**config.mk**
```make
export PLATFORM = sky130hd
export DESIGN_NAME = eth_frame_mem_tx
export DESIGN_NICKNAME = d
export VERILOG_FILES = /design/src/rtl/eth_frame_mem_tx.sv
export SDC_FILE = /design/constraint.sdc
export NUM_CORES = 1
export LEC_CHECK = 0
export BUFFER_PORTS_ARGS = -buffer_cell sky130_fd_sc_hd__buf_2
export CAP_MARGIN = 20
export CORE_MARGIN = 1.5
export CORE_UTILIZATION = 59
export CTS_CLUSTER_SIZE = 16
export DETAILED_ROUTE_END_ITERATION = 12
export PLACE_DENSITY = 0.81
export RECOVER_POWER = 100
export SYNTH_ARGS = -nofsm -noshare
export SYNTH_HDL_FRONTEND = slang
export SYNTH_SLANG_ARGS = --single-unit
```
**constraint.sdc**
```tcl
create_clock -name clk -period 5.4 [get_ports clk]
set_input_delay 0.27 -clock clk [delete_from_list [all_inputs] [get_ports clk]]
set_output_delay 0.27 -clock clk [all_outputs]
set_load 0.1 [all_outputs]
```
**src/rtl/eth_frame_mem_tx.sv**
```systemverilog
// Replays a frame image from a synchronous-read byte memory onto an AXI4-Stream master.
// Optional zero padding up to C_MIN_FRAME is enabled by defining ETH_FRAME_TX_PAD_EN.
module eth_frame_mem_tx #(
  parameter int C_ADDR_WIDTH = 11,
  parameter int C_MIN_FRAME  = 60
) (
  input  logic                    clk,
  input  logic                    rst,
  input  logic                    start,
  input  logic                    abort,
  input  logic [C_ADDR_WIDTH-1:0] frame_len,
  input  logic [15:0]             repeat_count,
  input  logic [15:0]             gap_cycles,
  output logic                    busy,
  output logic                    done,
  output logic [31:0]             frames_sent,
  output logic [C_ADDR_WIDTH-1:0] mem_addr,
  input  logic [7:0]              mem_rdata,
  output logic [7:0]              m_axis_tdata,
  output logic                    m_axis_tuser,
  output logic                    m_axis_tlast,
  output logic                    m_axis_tvalid,
  input  logic                    m_axis_tready
);
  localparam int AW = C_ADDR_WIDTH;
`ifdef ETH_FRAME_TX_PAD_EN
  localparam bit PAD_EN = 1'b1;
`else
  localparam bit PAD_EN = 1'b0;
`endif
  localparam logic [AW-1:0] MIN_LEN = AW'(C_MIN_FRAME);

  typedef enum logic [1:0] {IDLE, FETCH, SEND, GAP} state_t;
  state_t state_reg, state_next;

  logic [AW-1:0] len_reg, total_reg, fetch_idx_reg, mem_addr_reg;
  logic [15:0]   rep_reg, gap_reg, gap_cnt_reg, sent_cnt_reg;
  logic [31:0]   frames_sent_reg;
  logic          inflight_reg, inflight_last_reg, inflight_pad_reg;
  logic          abort_reg, done_reg;
  logic [7:0]    fifo_data_reg [2];
  logic          fifo_last_reg [2];
  logic          rd_ptr_reg, wr_ptr_reg;
  logic [1:0]    count_reg;

  logic          tvalid, pop, frame_end, issue;
  logic          accept, go_idle, restart, gap_load, set_abort, count_frame;
  logic [2:0]    occ_after_pop;
  logic [AW-1:0] fetch_next;

  assign tvalid        = (count_reg != 2'd0);
  assign pop           = tvalid && m_axis_tready;
  assign frame_end     = pop && (fifo_last_reg[rd_ptr_reg] || abort_reg);
  assign fetch_next    = fetch_idx_reg + 1'b1;
  // Reads are issued only when the skid buffer is guaranteed a free slot when the data lands.
  assign occ_after_pop = {1'b0, count_reg} + {2'b0, inflight_reg} - {2'b0, pop};
  assign issue         = ((state_reg == FETCH) || (state_reg == SEND)) &&
                         (fetch_idx_reg < total_reg) && (occ_after_pop < 3'd2);

  always_ff @(posedge clk or posedge rst) begin
    if (rst) state_reg <= IDLE;
    else     state_reg <= state_next;
  end

  always_comb begin
    state_next  = state_reg;
    accept      = 1'b0;
    go_idle     = 1'b0;
    restart     = 1'b0;
    gap_load    = 1'b0;
    set_abort   = 1'b0;
    count_frame = 1'b0;
    case (state_reg)
      IDLE: begin
        if (start) begin
          accept = 1'b1;
          if (frame_len == '0) go_idle = 1'b1;
          else                 state_next = FETCH;
        end
      end
      FETCH: begin
        if (abort) begin
          go_idle    = 1'b1;
          state_next = IDLE;
        end else begin
          state_next = SEND;
        end
      end
      SEND: begin
        if (frame_end) begin
          if (abort_reg) begin
            go_idle    = 1'b1;
            state_next = IDLE;
          end else begin
            count_frame = 1'b1;
            if ((rep_reg != 16'd0) && (sent_cnt_reg + 16'd1 == rep_reg)) begin
              go_idle    = 1'b1;
              state_next = IDLE;
            end else if (gap_reg == 16'd0) begin
              restart    = 1'b1;
              state_next = FETCH;
            end else begin
              gap_load   = 1'b1;
              state_next = GAP;
            end
          end
        end else if (abort) begin
          set_abort = 1'b1;
        end
      end
      GAP: begin
        if (abort) begin
          go_idle    = 1'b1;
          state_next = IDLE;
        end else if (gap_cnt_reg == 16'd1) begin
          restart    = 1'b1;
          state_next = FETCH;
        end
      end
      default: state_next = IDLE;
    endcase
  end

  always_ff @(posedge clk or posedge rst) begin
    if (rst) begin
      len_reg           <= '0;
      total_reg         <= '0;
      fetch_idx_reg     <= '0;
      mem_addr_reg      <= '0;
      rep_reg           <= '0;
      gap_reg           <= '0;
      gap_cnt_reg       <= '0;
      sent_cnt_reg      <= '0;
      frames_sent_reg   <= '0;
      inflight_reg      <= 1'b0;
      inflight_last_reg <= 1'b0;
      inflight_pad_reg  <= 1'b0;
      abort_reg         <= 1'b0;
      done_reg          <= 1'b0;
      fifo_data_reg[0]  <= '0;
      fifo_data_reg[1]  <= '0;
      fifo_last_reg[0]  <= 1'b0;
      fifo_last_reg[1]  <= 1'b0;
      rd_ptr_reg        <= 1'b0;
      wr_ptr_reg        <= 1'b0;
      count_reg         <= '0;
    end else begin
      done_reg <= go_idle;
      if (accept) begin
        len_reg         <= frame_len;
        total_reg       <= (PAD_EN && (frame_len < MIN_LEN)) ? MIN_LEN : frame_len;
        rep_reg         <= repeat_count;
        gap_reg         <= gap_cycles;
        frames_sent_reg <= '0;
        sent_cnt_reg    <= '0;
        abort_reg       <= 1'b0;
        mem_addr_reg    <= '0;
        fetch_idx_reg   <= '0;
      end
      if (restart) begin
        mem_addr_reg  <= '0;
        fetch_idx_reg <= '0;
      end
      if (issue) begin
        fetch_idx_reg     <= fetch_next;
        if (fetch_next < len_reg) mem_addr_reg <= fetch_next;
        inflight_last_reg <= (fetch_idx_reg == total_reg - 1'b1);
        inflight_pad_reg  <= PAD_EN && (fetch_idx_reg >= len_reg);
      end
      if (gap_load)              gap_cnt_reg <= gap_reg;
      else if (state_reg == GAP) gap_cnt_reg <= gap_cnt_reg - 16'd1;
      if (set_abort) abort_reg <= 1'b1;
      if (count_frame) begin
        frames_sent_reg <= frames_sent_reg + 32'd1;
        sent_cnt_reg    <= sent_cnt_reg + 16'd1;
      end
      if (go_idle) begin
        // Drop anything still buffered or in flight from the abandoned frame.
        inflight_reg <= 1'b0;
        abort_reg    <= 1'b0;
        count_reg    <= '0;
        rd_ptr_reg   <= 1'b0;
        wr_ptr_reg   <= 1'b0;
      end else begin
        inflight_reg <= issue;
        if (inflight_reg) begin
          fifo_data_reg[wr_ptr_reg] <= inflight_pad_reg ? 8'h00 : mem_rdata;
          fifo_last_reg[wr_ptr_reg] <= inflight_last_reg;
          wr_ptr_reg                <= ~wr_ptr_reg;
        end
        if (pop) rd_ptr_reg <= ~rd_ptr_reg;
        count_reg <= count_reg + {1'b0, inflight_reg} - {1'b0, pop};
      end
    end
  end

  assign busy          = (state_reg != IDLE);
  assign done          = done_reg;
  assign frames_sent   = frames_sent_reg;
  assign mem_addr      = mem_addr_reg;
  assign m_axis_tvalid = tvalid;
  assign m_axis_tdata  = fifo_data_reg[rd_ptr_reg];
  assign m_axis_tlast  = tvalid && (fifo_last_reg[rd_ptr_reg] || abort_reg);
  assign m_axis_tuser  = tvalid && abort_reg;
endmodule

```
# Word-level counts from Yosys, hierarchy flattened
# Index checks and enable logic that the tools add are counted.
word_totals:
  regBits: 157
  output_inout_bits: 56
  word_cells: 145
op_classes:
  add_sub_neg: 9
  order_cmp: 6
  eq_ne: 10
  muxes: 70
  bitwise: 5
  reduce_logical: 25
op_table:
  columns: ["operator", "n"]
  rows:
  - ["11-bit two-way mux", 7]
  - ["16-bit two-way mux", 4]
  - ["32-bit two-way mux", 2]
  - ["1-bit two-way mux", 36]
  - ["32-bit by 1-bit adder with 32-bit output, second input constant", 1]
  - ["8-bit two-way mux", 4]
  - ["11-bit less-than comparator", 2]
  - ["2-bit two-way mux", 10]
  - ["16-bit by 1-bit adder with 16-bit output, second input constant", 1]
  - ["16-bit bitwise mux", 1]
  - ["16-bit by 1-bit == test with 1-bit output, second input constant", 1]
  - ["16-bit == test", 1]
  - ["16-bit zero test", 1]
  - ["16-bit nonzero test", 1]
  - ["16-bit by 1-bit subtractor with 16-bit output, second input constant", 1]
  - ["2-bit nonzero test", 6]
  - ["11-bit by 1-bit adder with 11-bit output, second input constant", 1]
  - ["11-bit == test", 1]
  - ["11-bit zero test", 1]
  - ["11-bit by 1-bit subtractor with 11-bit output, second input constant", 1]
  - ["8-bit demux with 1-bit select", 1]
  - ["1-bit logical AND", 8]
  - ["2-bit one-hot mux with 4 select lines", 1]
  - ["2-bit inequality test, second input constant", 3]
  - ["other kinds (22)", 29]

# Logic depth before layout (Yosys ltp)
# Gate-level depths: netlist of the first run.
logic_depth:
  ltp_word: 11
  ltp_mapped: 13

# Worst setup path before layout of the first run
# No wires, ideal clock.
synth_timing:
  kind: "register to register"
  startpoint: "register count_reg[1]"
  endpoint: "register fifo_data_reg[10] (netlist name)"
  setup_ns: 0.125
  t_arrival_ns: 3.479
  required_ns: 5.275
  slack_ns: 1.796
  path_stages_with_launch: 12
  path_cell_list: "dfrtp_1 -> nor2_1 -> inv_1 -> o21ai_0 -> inv_1 -> nand2_1 -> nor3b_1 -> nand2b_1 -> o21ai_4 -> nor3b_2 -> buf_6 -> mux2_4"
synth_via:
  elab_chain_len: 7
synth_lines:
  columns: ["item", "line", "source"]
  rows:
  - ["start: declaration", "44", "logic [1:0] count_reg;"]
  - ["start signal: assignment", "192", "count_reg <= count_reg + {1'b0, inflight_reg} - {1'b0, pop};"]
  - ["2-bit nonzero test", "51", "assign tvalid = (count_reg != 2'd0);"]
  - ["via m_axis_tvalid", "22", "output logic m_axis_tvalid,"]
  - ["1-bit logical AND", "52", "assign pop = tvalid && m_axis_tready;"]
  - ["1-bit logical AND", "53", "assign frame_end = pop && (fifo_last_reg[rd_ptr_reg] || abort_reg);"]
  - ["1-bit two-way mux", "90", "if (frame_end) begin"]
  - ["1-bit one-hot mux with 3 select lines", "73", "case (state_reg)"]
  - ["via go_idle", "47", "logic accept, go_idle, restart, gap_load, set_abort, count_frame;"]
  - ["1-bit NOT (no source line)", null, null]
  - ["2-bit AND reduction (no source line)", null, null]
  - ["end signal: indexed assignment", "187", "fifo_data_reg[wr_ptr_reg] <= inflight_pad_reg ? 8'h00 : mem_rdata;"]
  - ["end: declaration", "41", "logic [7:0] fifo_data_reg [2];"]
# The timed path passes the listed nets, and every way through them passes these cells.
# A chain may end at the register's enable or synchronous reset.

# Worst setup path in the final report of the first run
layout_timing:
  startpoint: "register rd_ptr_reg"
  endpoint: "register frames_sent_reg[7], in the netlist frames_sent[7]"
layout_via:
  elab_chain_len: 9
layout_lines:
  columns: ["item", "line", "source"]
  rows:
  - ["start: declaration", "43", "logic rd_ptr_reg, wr_ptr_reg;"]
  - ["start signal: assignment", "191", "if (pop) rd_ptr_reg <= ~rd_ptr_reg;"]
  - ["1-bit NOT with 2-bit output (implied by the code) (*)", "53", null]
  - ["1-bit two-way mux (implied by the code) (*) (3 in series)", "53", null]
  - ["1-bit logical OR (*)", "53", null]
  - ["1-bit logical AND (*)", "53", null]
  - ["1-bit two-way mux (*)", "90", null]
  - ["1-bit two-way mux (*)", "73", null]
  - ["32-bit two-way mux / 2-bit nonzero test (equally long branches)", null, null]
  - ["end signal: assignment", "174", "frames_sent_reg <= frames_sent_reg + 32'd1;"]
  - ["end: declaration", "38", "logic [31:0] frames_sent_reg;"]
# Every way passes the cells marked *; elsewhere a longest branch is shown, timed or not. The select of a mux whose other input is x is not followed.

==> metrics, run 1 <==
Clock Root Buffer clkbuf_16; leakage 4.28 nW; Post-synth ARST share 100%; total chip power 0.00515 W; number of diodes 0; Data arrival, critical path 4.55 ns; die area between 0.015 and 0.02 mm²; pin count of the biggest net entering global routing 104; vias post-DR 6863; synthesized area 0.00872 mm²; Yosys reg bits roughly 160; IO buf count 111; Die Ht 125 µm; total core area 0.0145 mm²; routed length per instance between 15 and 20 µm; Crit. End Element flop; antenna viol nets, final 0; first-pass GRT wire length 32.5 mm; Slew HR -156%; vias per cell 5.94; GRT overflow 0; CTS max path bufs 2; Placer Congestion 0.834; clock slew at reported path FFs 0.06 ns; CTS buffer count 17; unrepaired setup endpoints after global routing no; number of max-cap violations 3; post-cts sizing count 0; initial antenna violation count 0; crit path kind reg2reg; Worst-Margin Slew between 3 and 4 ns; layout cell share with drive strength beyond 1 17.9%; Hold/Removal Path Class in2reg; Area growth syn-to-layout 13.0%; fin crit period 4.26 ns; r2r worst-path depth 8; htree depth 4; WP data required 5.69 ns; Final Hold Fails 0; final wirelength about 19 mm; Largest register FFs 32; post-DP HPWL roughly 14 mm; Seq/Total Area, Yosys 45.1%; I/O Pins between 100 and 150; max-slew violations 176; mean area per synthesized cell 10.1 µm²; Reg-to-Reg Start rd_ptr_reg; Unique masters post-synth 67; worst vdd ir 404 µV; first drt pass iteration count 5; die width between 100 and 150 µm; Initial Utilization 60.2%; 1st-iter DRT viols 517; endpoints failing setup 0; CP startpoint rd_ptr_reg; crit path max fanout 34; final setup TNS 0 ns; setup bufs post-CTS 0; Reg2Reg Setup Slack 1.14 ns; failing checks capacitance limit, slew limit; number of global-route vias before repair ~6700; Ys Warns 0; Worst Setup EP frames_sent[7]; number of synthesized flops with an enable pin 0; Total GRT Usage 25.6%; Largest stage delay, worst path approximately 1.1 ns; cells along the critical path mux2_2, o21ai_0, inv_1, nand4_1, clkbuf_1, nand2_1, o311ai_0, o41ai_1; Tcrit/Tclk final 78.9%; hold_buf cts 0; Max Fclk 235 MHz; power density cells 523 mW/mm²; Layout Nets 1051; post-synthesis instance total 859; Post-Syn Nets 951; main flop type after synthesis dfrtp_1; Sink Count roughly 160; clk_lat worst skew 0.43 ns; CTS tree done; outcome finished, violations left; Fin Clk Skew 0.0144 ns; CP max stage cell clkbuf_1; worst r2r dst frames_sent[7]; DRC 0; site row count 44; Worst setup SP type flop
-- through the flow --
stage	area, µm²	utilization [%]	hold slack [ns]	setup slack (ns)	cells
6_report	9850	68.0	0.0707	1.14	1156
4_1_cts	10000	69.1	0.0634	1.88	1156
3_3_place_gp	9400	64.9	0.458	1.98	1123
3_5_place_dp	9410	65.0	0.459	1.89	1124
5_1_grt	9850	68.0	0.0654	0.784	1156
2_1_floorplan	8720	-	0.387	0.895	859
-- cell usage after synthesis (10+ instances only) --
| master | instances | area, µm² |
|---|---|---|
| nor2_1 | 46 | 173 |
| mux2_4 | 10 | 150 |
| nand2_1 | 83 | 312 |
| mux2_2 | 66 | 743 |
| xor2_1 | 23 | 201 |
| clkbuf_1 | 28 | 105 |
| a21oi_1 | 18 | 90.1 |
| nand3_1 | 52 | 260 |
| o21ai_0 | 65 | 325 |
| dfrtp_1 | 157 | 3930 |
| nand4_1 | 21 | 131 |
| nor3_1 | 18 | 90.1 |
| nor4_1 | 20 | 125 |
| xnor2_1 | 35 | 307 |
| o31ai_1 | 22 | 165 |
| inv_1 | 33 | 124 |
| ha_1 | 35 | 438 |
-- critical path: cells and delay by family, from the launching register on --
family | cells | cell delay, ns
AOI/OAI and AO/OA | 3 | 0.85
buffers and inverters | 2 | 1.22
DFF | 1 | 0.60
muxes | 1 | 0.39
and+or+nand+nor | 2 | 1.03
-- cells in the final DEF (no fill, tap or decap), drive strengths merged, types with 3 or more instances in the layout --
cell type,instances
nor4b,4
nor2,49
nor2b,7
ha,35
clkbuf,84
nor3b,4
a21o,3
or2,4
nor4,22
nand4,22
a31oi,9
mux2i,9
dfrtp,157
xor2,23
a32o,8
nand3,54
buf,59
and2,4
nand2b,9
o21ai,66
xnor2,35
a21boi,3
a21oi,18
or3,4
nand2,83
inv,35
nor3,18
o31ai,22
and3,7
mux2,76
a31o,3
o211ai,4
or4,4
-- kinds of logic after synthesis --
kind of cell    share of synthesized area [%]
mux                                      11.3
buf+inv                                  3.23
compound gates                           11.2
fa+ha+maj                                5.25
simple gates                             18.2
xor+xnor                                 5.83
flops                                    45.1
-- how the worst min path moves through the flow --
stage | cells after the start | endpoint | from
2_1_floorplan | 2 | total_reg[0] | frame_len[0]
3_3_place_gp | 1 | frames_sent[31] | frames_sent[31]
3_5_place_dp | 1 | frames_sent[31] | frames_sent[31]
4_1_cts | 3 | total_reg[1] | frame_len[1]
5_1_grt | 2 | rep_reg[13] | repeat_count[13]
6_report | 3 | total_reg[5] | frame_len[5]
-- power breakdown --
group          internal (W)  leakage, nW  switching [W]
registers           0.00152         2.02       0.000335
logic              0.000736         1.98        0.00134
clock network      0.000735        0.289       0.000480
total               0.00300         4.28        0.00215
-- area by class of cell --
class,instances,area [µm²]
clock inverters,7,103
repair buffers,118,524
well taps,184,230
fillers,1192,4630
inverters,33,124
multi-input cells,632,4440
flip-flops and latches,157,3930
clock buffers,25,495
-- metal layers --
layer | wire, µm | part of all wire [%] | track usage [%] | vias up
met5 | 0 | 0 | 0 | -
met2 | 9400 | 48 | 40.9 | 174
met3 | 853 | 4.4 | 5.46 | 23
met4 | 300 | 1.5 | 7.78 | 0
met1 | 8840 | 46 | 35.3 | 3360
li1 | - | - | - | 3306
Note: power is estimated with default switching activity, not from simulation.
==> run 2, diff against run 1 <==
clock period = 4.09 ns   (was 5.4 ns; I/O delays follow)
==> run 2 against run 1 <==
Net effect:
- the run still ends with capacitance limit, slew limit left
- via count increased by 0.16%
- die area unchanged
- worst setup slack got worse by 0.69 ns
- critical path depth increased by 2
- sequential cell count unchanged
- routed wire length increased by 0.13%
- count of clock-buffer cells in the layout decreased by 2
- sequential power increased by 32%
- final area increased by 0.99%
- clock power increased by 20%
- first-iteration DRC count decreased by 24%
- register-to-register slack got worse by 0.69 ns
- largest power group unchanged
- highest routed layer unchanged
==> metrics, run 2 (synthesis results as in run 1) <==
Fin Clk Skew 0.00791 ns (-0.00648 ns); Worst-Margin Slew 1.66 ns (-2.18 ns); Min Hold Slack 0.0107 ns (-0.0600 ns); vias per cell 5.90 (-0.61%); number of max-cap violations 2 (-1); final setup TNS 0 ns (unchanged); Cell Count, Final, Fillers Out 1165 (+0.78%); Placer Congestion 0.867 (+4.0%); Layout Nets 1064 (+1.2%); Sink Count 157 (unchanged); Inst Count DP 1127 (+0.27%); Crit. End Element flop; Initial Utilization 60.2% (unchanged); failing checks capacitance limit, slew limit; most common cell after layout, fill and taps aside dfrtp_1; DRC 0 (unchanged); worst vdd ir 603 µV (+49%); power density cells 672 mW/mm² (+29%); Largest register FFs 32 (unchanged); WP data required 4.39 ns (-1.30 ns); hold_buf cts 10 (+10); Slew HR -11.0% (+140 points); crit path max fanout 16 (-53%); Max Fclk 274 MHz (+17%); unrepaired setup endpoints after global routing no; Area growth syn-to-layout 14.1%; IO buf count 111 (unchanged); Total GRT Usage 26.0% (+0.43 points); routed length per instance 16.7 µm (-0.64%); first-pass GRT wire length 32.8 mm (+1.1%); pin count of the biggest net entering global routing 95 (-8.7%); total core area 0.0145 mm² (unchanged); number of global-route vias before repair 6861 (+2.9%); Worst setup SP type flop; Final Hold Fails 0 (unchanged); max-slew violations 66 (-63%); initial antenna violation count 0 (unchanged); antenna viol nets, final 0 (unchanged); Data arrival, critical path 3.95 ns (-0.60 ns); leakage 4.32 nW (+0.84%); Die Ht 125 µm (unchanged); GRT overflow 0 (unchanged); crit path kind reg2reg; Tcrit/Tclk final 89.1% (+10 points); layout cell share with drive strength beyond 1 17.9% (+0.040 points); post-cts sizing count 0 (unchanged); total chip power 0.00669 W (+30%); CTS tree done; endpoints failing setup 0 (unchanged); site row count 44 (unchanged); vias post-DR 6874 (+0.16%); number of diodes 0 (unchanged); die area 0.0155 mm² (unchanged); setup bufs post-CTS 0 (unchanged); die width 125 µm (unchanged); Clock Root Buffer clkbuf_16; post-DP HPWL 13.7 mm (+1.1%); CTS max path bufs 2 (unchanged); final wirelength 19.4 mm (+0.13%); first drt pass iteration count 5 (unchanged); 1st-iter DRT viols 394 (-24%); fin crit period 3.64 ns (-0.617 ns); most frequent cells in the layout dfrtp_1 (157), nand2_1 (83), mux2_2 (68), o21ai_0 (65), clkbuf_1 (61); Hold/Removal Path Class in2reg; outcome finished, violations left; Fillers 1163 (-2.4%); I/O Pins 112 (unchanged); clock slew at reported path FFs 0.06 ns (about the same); clk_lat worst skew 0.42 ns (about the same); htree depth 4 (unchanged); CTS buffer count 17 (unchanged)
run 2: cell count changes in the layout (fill, tap and decap cells not counted), sizes merged:
cell         before  now
bufinv            2    1
inv              35   33
clkinvlp          1    4
buf              59   61
clkinv            2    0
dlygate4sd3       0   10
clkbuf           84   83
run 2: layer usage:
layer | share of wire [%] | track usage [%] | vias up
met4 | 2.5 | 10.3 | 0
li1 | - | - | 3329
met3 | 4.5 | 5.28 | 39
met2 | 48 | 42.5 | 169
met1 | 45 | 34.2 | 3337
met5 | 0 | 0 | -
run 2: final cells by class:
| type | count | area (µm²) | share of cell area [%] |
|---|---|---|---|
| repair buffers | 131 | 662 | 6.65 |
| multi-input cells | 632 | 4460 | 44.8 |
| inverters | 33 | 125 | 1.26 |
| clock buffers | 23 | 478 | 4.81 |
| flip-flops and latches | 157 | 3930 | 39.5 |
| clock inverters | 5 | 61.3 | 0.616 |
| well taps | 184 | 230 | 2.31 |
run 2: metrics by stage:
| step | utilization (%) | cell area [µm²] | setup WS (ns) |
|---|---|---|---|
| after floorplan | - | 8720 | 0.486 |
| after global placement | 65.1 | 9430 | 0.713 |
| after global routing | 68.7 | 9950 | 0.161 |
| final | 68.7 | 9950 | 0.446 |
| after detailed placement | 65.2 | 9450 | 0.564 |
| after CTS | 69.7 | 10100 | 0.546 |
run 2: worst max-delay path, stage by stage (launching register included):
cell,delay (ns)
dfrtp_1,0.45
ha_1,0.33
nand4_1,0.21
nor4_1,0.57
xnor2_1,0.19
nand4_1,0.09
or4_1,0.52
nor2_1,0.38
nor4b_4,0.09
clkbuf_2,0.32
mux2_2,0.37
run 2: final timing paths:
kind                                      to              start  slack (ns)  cells past startpoint
max in group asynchronous   fetch_idx_reg[1]                rst        1.22                      4
setup reg to reg             gap_cnt_reg[15]    sent_cnt_reg[0]        0.45                     10
min in group asynchronous       total_reg[3]                rst        0.72                      3
hold / removal                  total_reg[4]       frame_len[4]        0.01                      3
hold reg to reg            fifo_data_reg[14]  fifo_data_reg[14]        0.50                      1
setup / recovery             gap_cnt_reg[15]    sent_cnt_reg[0]        0.45                     10
run 2: power by group:
group	internal (W)	switching [W]	leakage, nW	total, W
logic	0.000979	0.00178	2.05	0.00276
registers	0.00201	0.000442	2.02	0.00245
clock network	0.000873	0.000596	0.254	0.00147
